<file path="config.mk">
export PLATFORM = sky130hd
export DESIGN_NAME = serial_adder_ctrl
export DESIGN_NICKNAME = d
export VERILOG_FILES = /design/src/rtl/serial_adder_ctrl.sv
export SDC_FILE = /design/constraint.sdc
export NUM_CORES = 1
export LEC_CHECK = 0
export ABC_CLOCK_PERIOD_IN_PS = 3100
export BUFFER_PORTS_ARGS = -buffer_cell sky130_fd_sc_hd__buf_2
export CORE_ASPECT_RATIO = 1.4
export CORE_UTILIZATION = 35
export CTS_BUF_LIST = sky130_fd_sc_hd__clkbuf_8
export CTS_CLUSTER_SIZE = 40
export DETAILED_ROUTE_END_ITERATION = 12
export GPL_TIMING_DRIVEN = 1
export SLEW_MARGIN = 25
export SYNTH_ARGS = -nofsm -noshare
export SYNTH_HDL_FRONTEND = slang
export SYNTH_SLANG_ARGS = --single-unit
</file>
<file path="constraint.sdc">
create_clock -name clk -period 3.1 [get_ports clk]
set_clock_uncertainty 0.2 [all_clocks]
set_input_delay 0 -clock clk [delete_from_list [all_inputs] [get_ports clk]]
set_output_delay 0 -clock clk [all_outputs]
set_load 0.1 [all_outputs]
</file>
<file path="src/rtl/serial_adder_ctrl.sv">
// serial_adder_ctrl
//   Bit-serial adder controller. Operands are captured on an accepted start
//   and fed LSB-first, one bit per clock, to an external one-bit full adder.
//   The returned sum bits are collected, and the completed result is
//   published together with a one-cycle done pulse.
//
// Ports
//   clk       in   rising-edge clock
//   rst_n     in   asynchronous active-low reset
//   start     in   add request, sampled only while idle
//   A_in      in   operand A (WIDTH), captured on accepted start
//   B_in      in   operand B (WIDTH), captured on accepted start
//   Cin_in    in   initial carry, captured on accepted start
//   fa_A      out  operand A bit to the external full adder
//   fa_B      out  operand B bit to the external full adder
//   fa_Cin    out  carry to the external full adder
//   fa_Sum    in   sum bit from the external full adder
//   fa_Cout   in   carry-out from the external full adder
//   busy      out  high whenever an add is in progress or completing
//   done      out  one-cycle pulse when Sum_out/Cout_out hold a new result
//   Sum_out   out  last completed sum (WIDTH), held until the next completion
//   Cout_out  out  last completed carry-out, held until the next completion
module serial_adder_ctrl #(
  parameter int WIDTH = 8
) (
  input  logic             clk,
  input  logic             rst_n,
  input  logic             start,
  input  logic [WIDTH-1:0] A_in,
  input  logic [WIDTH-1:0] B_in,
  input  logic             Cin_in,
  output logic             fa_A,
  output logic             fa_B,
  output logic             fa_Cin,
  input  logic             fa_Sum,
  input  logic             fa_Cout,
  output logic             busy,
  output logic             done,
  output logic [WIDTH-1:0] Sum_out,
  output logic             Cout_out
);

  // One extra bit beyond ceil(log2(WIDTH)) so the counter never wraps,
  // including the WIDTH=1 case where $clog2 returns 0.
  localparam int CNT_W = $clog2(WIDTH) + 1;
  localparam logic [CNT_W-1:0] LAST_CNT = CNT_W'(WIDTH - 1);

  typedef enum logic [1:0] {
    S_IDLE = 2'd0,
    S_RUN  = 2'd1,
    S_DONE = 2'd2
  } state_t;

  state_t           r_state;
  state_t           w_state_nxt;

  logic [WIDTH-1:0] r_a_sh;
  logic [WIDTH-1:0] r_b_sh;
  logic [WIDTH-1:0] r_sum_sh;
  logic             r_carry;
  logic [CNT_W-1:0] r_cnt;
  logic [WIDTH-1:0] r_sum_out;
  logic             r_cout_out;

  logic             w_load;
  logic             w_step;
  logic             w_last;
  logic [WIDTH-1:0] w_sum_nxt;

  assign w_load = (r_state == S_IDLE) && start;
  assign w_step = (r_state == S_RUN);
  assign w_last = w_step && (r_cnt == LAST_CNT);

  // Sum register shifts right with the new bit entering at the MSB, so after
  // WIDTH steps the first (LSB) sum bit has reached position 0.
  always_comb begin
    w_sum_nxt            = r_sum_sh >> 1;
    w_sum_nxt[WIDTH-1]   = fa_Sum;
  end

  // State register
  always_ff @(posedge clk or negedge rst_n) begin
    if (!rst_n) begin
      r_state <= S_IDLE;
    end else begin
      r_state <= w_state_nxt;
    end
  end

  // Next-state and outputs
  always_comb begin
    w_state_nxt = r_state;
    busy        = 1'b0;
    done        = 1'b0;
    fa_A        = 1'b0;
    fa_B        = 1'b0;
    fa_Cin      = 1'b0;
    case (r_state)
      S_IDLE: begin
        if (start) begin
          w_state_nxt = S_RUN;
        end
      end
      S_RUN: begin
        busy   = 1'b1;
        fa_A   = r_a_sh[0];
        fa_B   = r_b_sh[0];
        fa_Cin = r_carry;
        if (w_last) begin
          w_state_nxt = S_DONE;
        end
      end
      S_DONE: begin
        busy        = 1'b1;
        done        = 1'b1;
        w_state_nxt = S_IDLE;
      end
      default: begin
        w_state_nxt = S_IDLE;
      end
    endcase
  end

  // Datapath: operand capture, serial stepping and result publication
  always_ff @(posedge clk or negedge rst_n) begin
    if (!rst_n) begin
      r_a_sh     <= '0;
      r_b_sh     <= '0;
      r_sum_sh   <= '0;
      r_carry    <= 1'b0;
      r_cnt      <= '0;
      r_sum_out  <= '0;
      r_cout_out <= 1'b0;
    end else if (w_load) begin
      r_a_sh   <= A_in;
      r_b_sh   <= B_in;
      r_sum_sh <= '0;
      r_carry  <= Cin_in;
      r_cnt    <= '0;
    end else if (w_step) begin
      r_a_sh   <= r_a_sh >> 1;
      r_b_sh   <= r_b_sh >> 1;
      r_sum_sh <= w_sum_nxt;
      r_carry  <= fa_Cout;
      r_cnt    <= r_cnt + CNT_W'(1);
      if (w_last) begin
        r_sum_out  <= w_sum_nxt;
        r_cout_out <= fa_Cout;
      end
    end
  end

  assign Sum_out  = r_sum_out;
  assign Cout_out = r_cout_out;

endmodule

</file>
# ---- Yosys cells after proc, flatten, opt, wreduce, memory -nomap -nowiden
# Cells that the tools add are included.
# W data, S select, Z words.
dict set report op_classes {
  eq_ne 5
  shift 0
  n_addsub 1
  reduce_logical 7
  bitwise_logic 1
  order_cmp 0
  mul 0
  div 0
  n_mux 18
}
# operator count
set ops {}
lappend ops {{$mux W8} 6}
lappend ops {{$mux W4} 2}
lappend ops {{$mux W1} 7}
lappend ops {{$add A4 B1 Y4 const B} 1}
lappend ops {{$eq A4 B3 Y1 const B} 1}
lappend ops {{$mux W2} 2}
lappend ops {{$pmux W2 S2} 1}
lappend ops {{$reduce_and A3 Y1} 1}
lappend ops {{$eq A2 B1 Y1 const B} 1}
lappend ops {{$eq A2 B2 Y1 const B} 1}
lappend ops {{$logic_and A1 B1 Y1} 2}
lappend ops {{$logic_not A2 Y1} 1}
lappend ops {{$ne A2 B1 Y1 const B} 1}
lappend ops {{$ne A2 B2 Y1 const B} 1}
lappend ops {{$reduce_and A2 Y1} 1}
lappend ops {{$reduce_bool A2 Y1} 1}
lappend ops {{$reduce_or A2 Y1} 1}
lappend ops {{$not A1 Y1} 1}
dict set report word_totals {
  regBits 40
  ramBits 0
  word_cells 40
  n_memories 0
  latchBits 0
  output_inout_bits 14
  mem_bits_ro 0
}

# ---- Depth between registers and ports, before layout
# Gate-level depths: netlist of the first run.
dict set report logic_depth {
  word_depth 4
  mapped_depth 7
  ltp_nobuf 5
}

# ---- Worst setup path before layout of the first run
# OpenSTA, ideal clock, no wires.
dict set report synth_path {
  path_type {register -> output}
  from {register r_state[1]}
  to {output port fa_A}
  arrival_time_ns 1.706
  t_required_ns 2.900
  n_path_buf 2
  stages_incl_launch_ff 6
  path_slack_ns 1.194
  path_cell_list {dfrtp_1 -> inv_1 -> ha_1 -> buf_4 -> buf_4 -> and2_1}
}
dict set report synth_via {
  elab_chain_len 2
}
# item line
set synth_lines {}
lappend synth_lines {{start: declaration} 54} ;# state_t r_state;
lappend synth_lines {{start signal: assignment} 86} ;# r_state <= w_state_nxt;
lappend synth_lines {{$eq A2 B1 Y1} 98} ;# case (r_state)
lappend synth_lines {{$mux W1} 98}
lappend synth_lines {{end: declaration} 32} ;# output logic fa_A,
# No other way between the ends.

# ---- Worst setup path in the final report of the first run
# Ends and elaborated chain as after synthesis.

==> reports/qor.csv, run 1 <==
stage,metric,value,unit
yosys,yosysSeqAreaShare,0.547,
yosys,yosysUniqueCellTypes,21,
clock_network,cts_tree,yes,
sta,fmax,424,MHz
sta,max_slew_margin,0.443,
worst_setup_path,critPathRequiredTime,2.90,ns
sta,setup_tns,0,ns
power_and_ir_drop,power_density,973,mW/mm^2
sta,min_period,2.36,ns
worst_setup_path,crit_type,register to output port,
sta,setup_viol,0,
clock_network,root_buffer,clkbuf_8,
clock_network,hold_buffers,22,
worst_setup_path,r2r_slack,0.88,ns
yosys,ys_ff_latch,39,
clock_network,clock_path_buffers,2,
sta,hold_viol,0,
global_routing,grt_max_degree,46,
die,die-area,0.00540,sq mm
placement,routabilityCongestion,0.664,
sta,holdWs,0.152,ns
worst_setup_path,worstPathCellList,inv_1 -> ha_2 -> buf_4 -> and2_1 -> buf_2,
worst_setup_path,arrival,2.16,ns
layout,fin_area,0.00229,sq mm
layout,area_delta_synth_final,28.2,%
detailed_routing,drt-pass1-iter-count,2,
worst_setup_path,crit_buf_inv,3,
power_and_ir_drop,irDropWorstVdd,0.000422,V
layout,fin_cells,270,
die,initial_core_util,0.366,
global_routing,grt_pass1_wl,5.31,mm
global_routing,antenna_found_initial,0,
yosys,avgSynthCellArea,11.9,sq um
placement,numPlacedInstances,242,
clock_network,cts_setup_buffers,0,
placement,port_buffers,35,
min_path,hold_path_class,input pin to async pin,
worst_setup_path,reg2reg_from,r_state[0]$_DFFE_PN0P_,
layout,fin_nets,235,
layout,layout-drive-gt1-share,0.272,
detailed_routing,antenna_left,0,
layout,fillers,475,
worst_setup_path,r2r.worst_path.cells,6,
worst_setup_path,cp-end-kind,output port,
sta,slew_violations,0,
yosys,syn_nets,178,
power_and_ir_drop,leakagePower,1.14,nW
detailed_routing,routedWlPerCell,11.7,microns
status,status,finished clean,
clock_network,htree_levels,2,
yosys,ys_warn_count,0,
worst_setup_path,cp_max_fo,25,
global_routing,groute.usage.overall,0.128,
die,rows,30,
placement,hpwlAfterDp,2.02,mm
clock_network,cts_made_buffers,5,
sta,fin_crit_sh,0.761,
detailed_routing,vias_per_cell,4.46,
worst_setup_path,cpPeakStageDelay,0.42,ns
sta,rsz0062_at_grt,false,
clock_network,clock_latency,0.29,ns
detailed_routing,vias,1203,
layout,diodes,0,
worst_setup_path,cp_top_family,buffers and inverters,
placement,place_area,0.00200,sq mm
clock_network,post_cts_resized,0,
job,drv_cap,0,
yosys,syn_inst,150,
worst_setup_path,start_kind,register,
detailed_routing,drc_errors,0,
clock_network,path_clk_slew,0.07,ns
detailed_routing,drt_iter0_markers,54,
worst_setup_path,r2r_end,r_carry$_DFFE_PN0P_,
sta,worst_pin_slew,0.836,ns
global_routing,overflow,0,
die,die_w,62.4,microns
die,coreArea,0.00488,sq mm
die,die_y,86.5,microns
detailed_routing,wl,3.15,mm
worst_setup_path,crit_slowest_cell,buf_2,
clock_network,clock-sinks,39,
global_routing,grt_pass1_vias,1266,
yosys,syn-cell-area,0.00179,sq mm
die,pin_count,36,
## kinds of logic after synthesis
group / share of synthesized area
AOI/OAI and AO/OA: 0.0526
xor gates and xnor gates: 0.0147
adders and majority gates: 0.0420
buffers and inverters: 0.0392
DFF: 0.547
muxes: 0.198
and+or+nand+nor: 0.107
## registers in the layout, indices dropped and copies added, names as in the netlist
register and flops:
Cout_out 1, r_carry 1, Sum_out 8, r_a_sh 8, r_cnt 4, r_state 2, r_sum_sh 7, r_b_sh 8
## placed cells by master, fill, tap and decap left out
cell and n:
a21oi_2 1, and2_1 4, buf_2 35, buf_4 2, clkbuf_8 5, dfrtp_1 39, dlygate4sd3_1 22, ha_1 5
ha_2 1, inv_1 3, mux2_2 11, mux2i_1 23, nand2_1 18, nand2b_1 2, nand3b_1 1, nand4_1 1
nand4b_4 1, nor2_1 11, nor2b_1 1, o21ai_0 17, xnor2_1 1, xor2_1 2
## final cells by class
cell class | instances | area [sq um] | area share
Clock buffer | 5 | 68.8 | 0.0301
Tap cell | 64 | 80.1 | 0.0350
Timing Repair Buffer | 59 | 410 | 0.179
Multi-Input combinational cell | 100 | 742 | 0.324
Clock inverter | 1 | 3.75 | 0.00164
Inverter | 2 | 7.51 | 0.00328
Sequential cell | 39 | 976 | 0.426
## per-stage QoR
step / setup WS [ns] / total power, mW / util
floorplan: 1.19 / 1.76 / -
global placement: 1.06 / 1.89 / 0.409
detailed placement: 1.03 / 1.92 / 0.409
CTS: 0.711 / 2.26 / 0.469
global route: 0.617 / 2.38 / 0.469
finish: 0.742 / 2.23 / 0.469
## layer usage
| metal | global-route usage | wire, microns | share of wire |
|---|---|---|---|
| met5 | 0 | 0 | 0 |
| met4 | 0.0571 | 51 | 0.016 |
| met3 | 0.0395 | 135 | 0.043 |
| met2 | 0.225 | 1480 | 0.47 |
| met1 | 0.143 | 1490 | 0.47 |
## synthesized netlist by cell type, drive strengths merged
library cell / number / area [sq um]
mux2i: 23 / 230
nand4: 1 / 6.26
nand4b: 1 / 23.8
ha: 6 / 75.1
and2: 4 / 25.0
xnor2: 1 / 8.76
nand3b: 1 / 7.51
buf: 8 / 57.6
dfrtp: 39 / 976
o21ai: 17 / 85.1
mux2: 11 / 124
nor2: 11 / 41.3
a21oi: 1 / 8.76
nor2b: 1 / 6.26
nand2: 18 / 67.6
clkbuf: 1 / 5.00
nand2b: 2 / 12.5
xor2: 2 / 17.5
inv: 2 / 7.51
## worst max-delay path by stage
stage	startpoint	end	slack [ns]	cells after the start
floorplan	r_state[1]$_DFFE_PN0P_	fa_A	1.19	5
global placement	r_state[1]$_DFFE_PN0P_	fa_A	1.06	5
detailed placement	r_state[1]$_DFFE_PN0P_	fa_A	1.03	5
CTS	r_state[1]$_DFFE_PN0P_	fa_A	0.71	5
global route	r_state[1]$_DFFE_PN0P_	fa_A	0.62	5
finish	r_state[1]$_DFFE_PN0P_	fa_A	0.74	5
## power breakdown
| group | leakage (nW) | internal [mW] | switching (mW) |
|---|---|---|---|
| registers | 0.506 | 0.702 | 0.115 |
| logic | 0.598 | 0.355 | 0.754 |
| clock network | 0.0413 | 0.146 | 0.154 |
Power figures use the tool's default switching activity.
==> inputs of run 2 (changes only) <==
--- a/config.mk
+++ b/config.mk
@@ -5,7 +5,7 @@
 export SDC_FILE = /design/constraint.sdc
 export NUM_CORES = 1
 export LEC_CHECK = 0
-export ABC_CLOCK_PERIOD_IN_PS = 3100
+export ABC_CLOCK_PERIOD_IN_PS = 2300
 export BUFFER_PORTS_ARGS = -buffer_cell sky130_fd_sc_hd__buf_2
 export CORE_ASPECT_RATIO = 1.4
 export CORE_UTILIZATION = 35
==> constraint.sdc (replaced) <==
create_clock -name clk -period 2.3 [get_ports clk]
set_clock_uncertainty 0.2 [all_clocks]
set_input_delay 0 -clock clk [delete_from_list [all_inputs] [get_ports clk]]
set_output_delay 0 -clock clk [all_outputs]
set_load 0.1 [all_outputs]
==> run 2 against run 1 <==
  * Total power rose by 46%
  * Routed wire length rose by 1.3%
  * Count of clock-buffer cells in the layout did not move
  * Critical endpoint is now r_carry$_DFFE_PN0P_
==> reports/qor.csv, run 2 (synthesis results as in run 1) <==
stage,metric,value,unit,change
status,status,finished clean,,unchanged
worst_setup_path,reg2reg_from,r_state[1]$_DFFE_PN0P_,,was r_state[0]$_DFFE_PN0P_
global_routing,grt_pass1_wl,5.53,mm,was 5.31 mm
sta,setup_ws,0.159,ns,was 0.742 ns
clock_network,cts_tree,yes,,unchanged
detailed_routing,antenna_left,0,,unchanged
placement,routabilityCongestion,0.686,,was 0.664
sta,min_period,2.14,ns,
sta,setup_tns,0,ns,unchanged
worst_setup_path,cp-end-kind,register,,was output port
sta,slew_violations,0,,unchanged
die,initial_core_util,0.366,,unchanged
placement,port_buffers,35,,unchanged
placement,hpwlAfterDp,2.01,mm,was 2.02 mm
worst_setup_path,crit_buf_inv,3,,unchanged
worst_setup_path,arrival,2.12,ns,was 2.16 ns
layout,fin_cells,273,,was 270
clock_network,clock_path_buffers,2,,unchanged
global_routing,groute.usage.overall,0.134,,was 0.128
sta,fmax,467,MHz,
clock_network,clock-sinks,39,,unchanged
worst_setup_path,r2r.worst_path.cells,6,,unchanged
worst_setup_path,r2r_slack,0.16,ns,was 0.88 ns
detailed_routing,vias_per_cell,4.47,,was 4.46
layout,diodes,0,,unchanged
detailed_routing,drc_errors,0,,unchanged
clock_network,cts_setup_buffers,0,,unchanged
worst_setup_path,cpPeakStageDelay,0.56,ns,was 0.42 ns
worst_setup_path,crit_slowest_cell,dlygate4sd3_1,,was buf_2
clock_network,cts_made_buffers,5,,unchanged
worst_setup_path,cp_top_family,buffers and inverters,,unchanged
global_routing,grt_max_degree,46,,unchanged
worst_setup_path,r2r_end,r_carry$_DFFE_PN0P_,,unchanged
layout,area_delta_synth_final,33.8,%,was 28.2%
placement,dp_slack,0.567,ns,was 1.03 ns
worst_setup_path,critPathRequiredTime,2.28,ns,was 2.90 ns
detailed_routing,routedWlPerCell,11.7,microns,about the same
sta,worst_pin_slew,0.841,ns,was 0.836 ns
detailed_routing,wl,3.19,mm,was 3.15 mm
clock_network,htree_levels,2,,unchanged
die,pin_count,36,,unchanged
sta,fin_crit_sh,0.931,,
power_and_ir_drop,power_density,1360,mW/mm^2,was 973 mW/mm^2
die,coreArea,0.00488,sq mm,unchanged
min_path,hold_path_class,input pin to async pin,,unchanged
layout,fin_nets,236,,was 235
global_routing,grt_pass1_vias,1250,,was 1266
sta,setup_viol,0,,unchanged
global_routing,overflow,0,,unchanged
worst_setup_path,cp_max_fo,19,,was 25
global_routing,grt_use_met2,0.219,,was 0.225
global_routing,busiest_layer,met2,,unchanged
layout,final_common_cell,dfrtp_1,,unchanged
detailed_routing,drt_iter0_markers,63,,was 54
worst_setup_path,start_kind,register,,unchanged
power_and_ir_drop,leakagePower,1.18,nW,was 1.14 nW
layout,layout_common_cells,"dfrtp_1 (39), buf_2 (32), mux2i_1 (23)",,"was dfrtp_1 (39), buf_2 (35), mux2i_1 (23)"
global_routing,use_met3,0.0434,,was 0.0395
die,die_y,86.5,microns,unchanged
global_routing,grt.met1_usage,0.160,,was 0.143
worst_setup_path,crit_type,register to register,,was register to output port
clock_network,path_clk_slew,0.08,ns,was 0.07 ns
placement,numPlacedInstances,243,,was 242
power_and_ir_drop,irDropWorstVdd,0.000748,V,was 0.000422 V
die,die-area,0.00540,sq mm,unchanged
sta,max_slew_margin,0.439,,was 0.443
clock_network,clock_latency,0.30,ns,was 0.29 ns
job,drv_cap,0,,unchanged
sta,hold_viol,0,,unchanged
detailed_routing,drt-pass1-iter-count,3,,was 2
die,rows,30,,unchanged
worst_setup_path,worstPathCellList,inv_1 -> ha_2 -> buf_6 -> mux2i_1 -> o21ai_0 -> dlygate4sd3_1,,was inv_1 -> ha_2 -> buf_4 -> and2_1 -> buf_2
detailed_routing,vias,1221,,was 1203
die,die_w,62.4,microns,unchanged
clock_network,root_buffer,clkbuf_8,,unchanged
layout,layout-drive-gt1-share,0.287,,was 0.272
sta,rsz0062_at_grt,false,,unchanged
global_routing,antenna_found_initial,0,,unchanged
==> run 2: timing repair <==
action,4_1_cts,5_1_grt
endpoints found under the hold margin,61,0
hold buffers,22,0
gates resized for setup,0,2
endpoints found under the setup margin,0,1
==> run 2: where the power goes <==
| group | leakage (nW) | total, mW | switching, mW | internal (mW) |
|---|---|---|---|---|
| clock | 0.0581 | 0.567 | 0.244 | 0.323 |
| combinational | 0.614 | 1.58 | 1.02 | 0.554 |
| sequential | 0.506 | 1.10 | 0.160 | 0.945 |
| total | 1.18 | 3.25 | 1.42 | 1.82 |
==> run 2: worst max-delay path by stage <==
stage | to | cells after the start | slack [ns] | start
6_report | r_carry$_DFFE_PN0P_ | 6 | 0.16 | r_state[1]$_DFFE_PN0P_
5_1_grt | r_carry$_DFFE_PN0P_ | 6 | 0.04 | r_state[1]$_DFFE_PN0P_
4_1_cts | r_carry$_DFFE_PN0P_ | 6 | 0.07 | r_state[1]$_DFFE_PN0P_
3_5_place_dp | r_cnt[3]$_DFFE_PN0P_ | 6 | 0.57 | r_state[1]$_DFFE_PN0P_
3_3_place_gp | r_cnt[3]$_DFFE_PN0P_ | 6 | 0.61 | r_state[1]$_DFFE_PN0P_
2_1_floorplan | fa_A | 5 | 0.39 | r_state[1]$_DFFE_PN0P_
==> run 2: per-stage QoR <==
stage | power, mW | hold WS (ns) | util | instance area (sq um)
global route | 3.47 | 0.239 | 0.489 | 2390
finish | 3.25 | 0.150 | 0.489 | 2390
floorplan | 2.38 | -0.496 | - | 1790
global placement | 2.64 | -0.0329 | 0.420 | 2050
CTS | 3.28 | 0.178 | 0.488 | 2380
detailed placement | 2.66 | -0.0430 | 0.420 | 2050
==> run 2: routing by layer <==
layer / share of wire / up-vias
met2: 0.47 / 28
li1: - / 618
met5: 0 / -
met4: 0.018 / 0
met1: 0.47 / 570
met3: 0.045 / 5
==> run 2: cell type report <==
cell class              instances  area (sq um)
clock inverters                 3          43.8
inverters                       2          7.51
repair buffers                 60           470
flip-flops and latches         39           976
fillers                       454          2490
clock buffers                   5          68.8
well taps                      64          80.1
multi-input cells             100           742
==> run 2: worst register-to-register path, stage by stage, from the launching register on <==
cell	delay [ns]
dfrtp_1	0.39
inv_1	0.13
ha_2	0.24
buf_6	0.24
mux2i_1	0.20
o21ai_0	0.08
dlygate4sd3_1	0.56
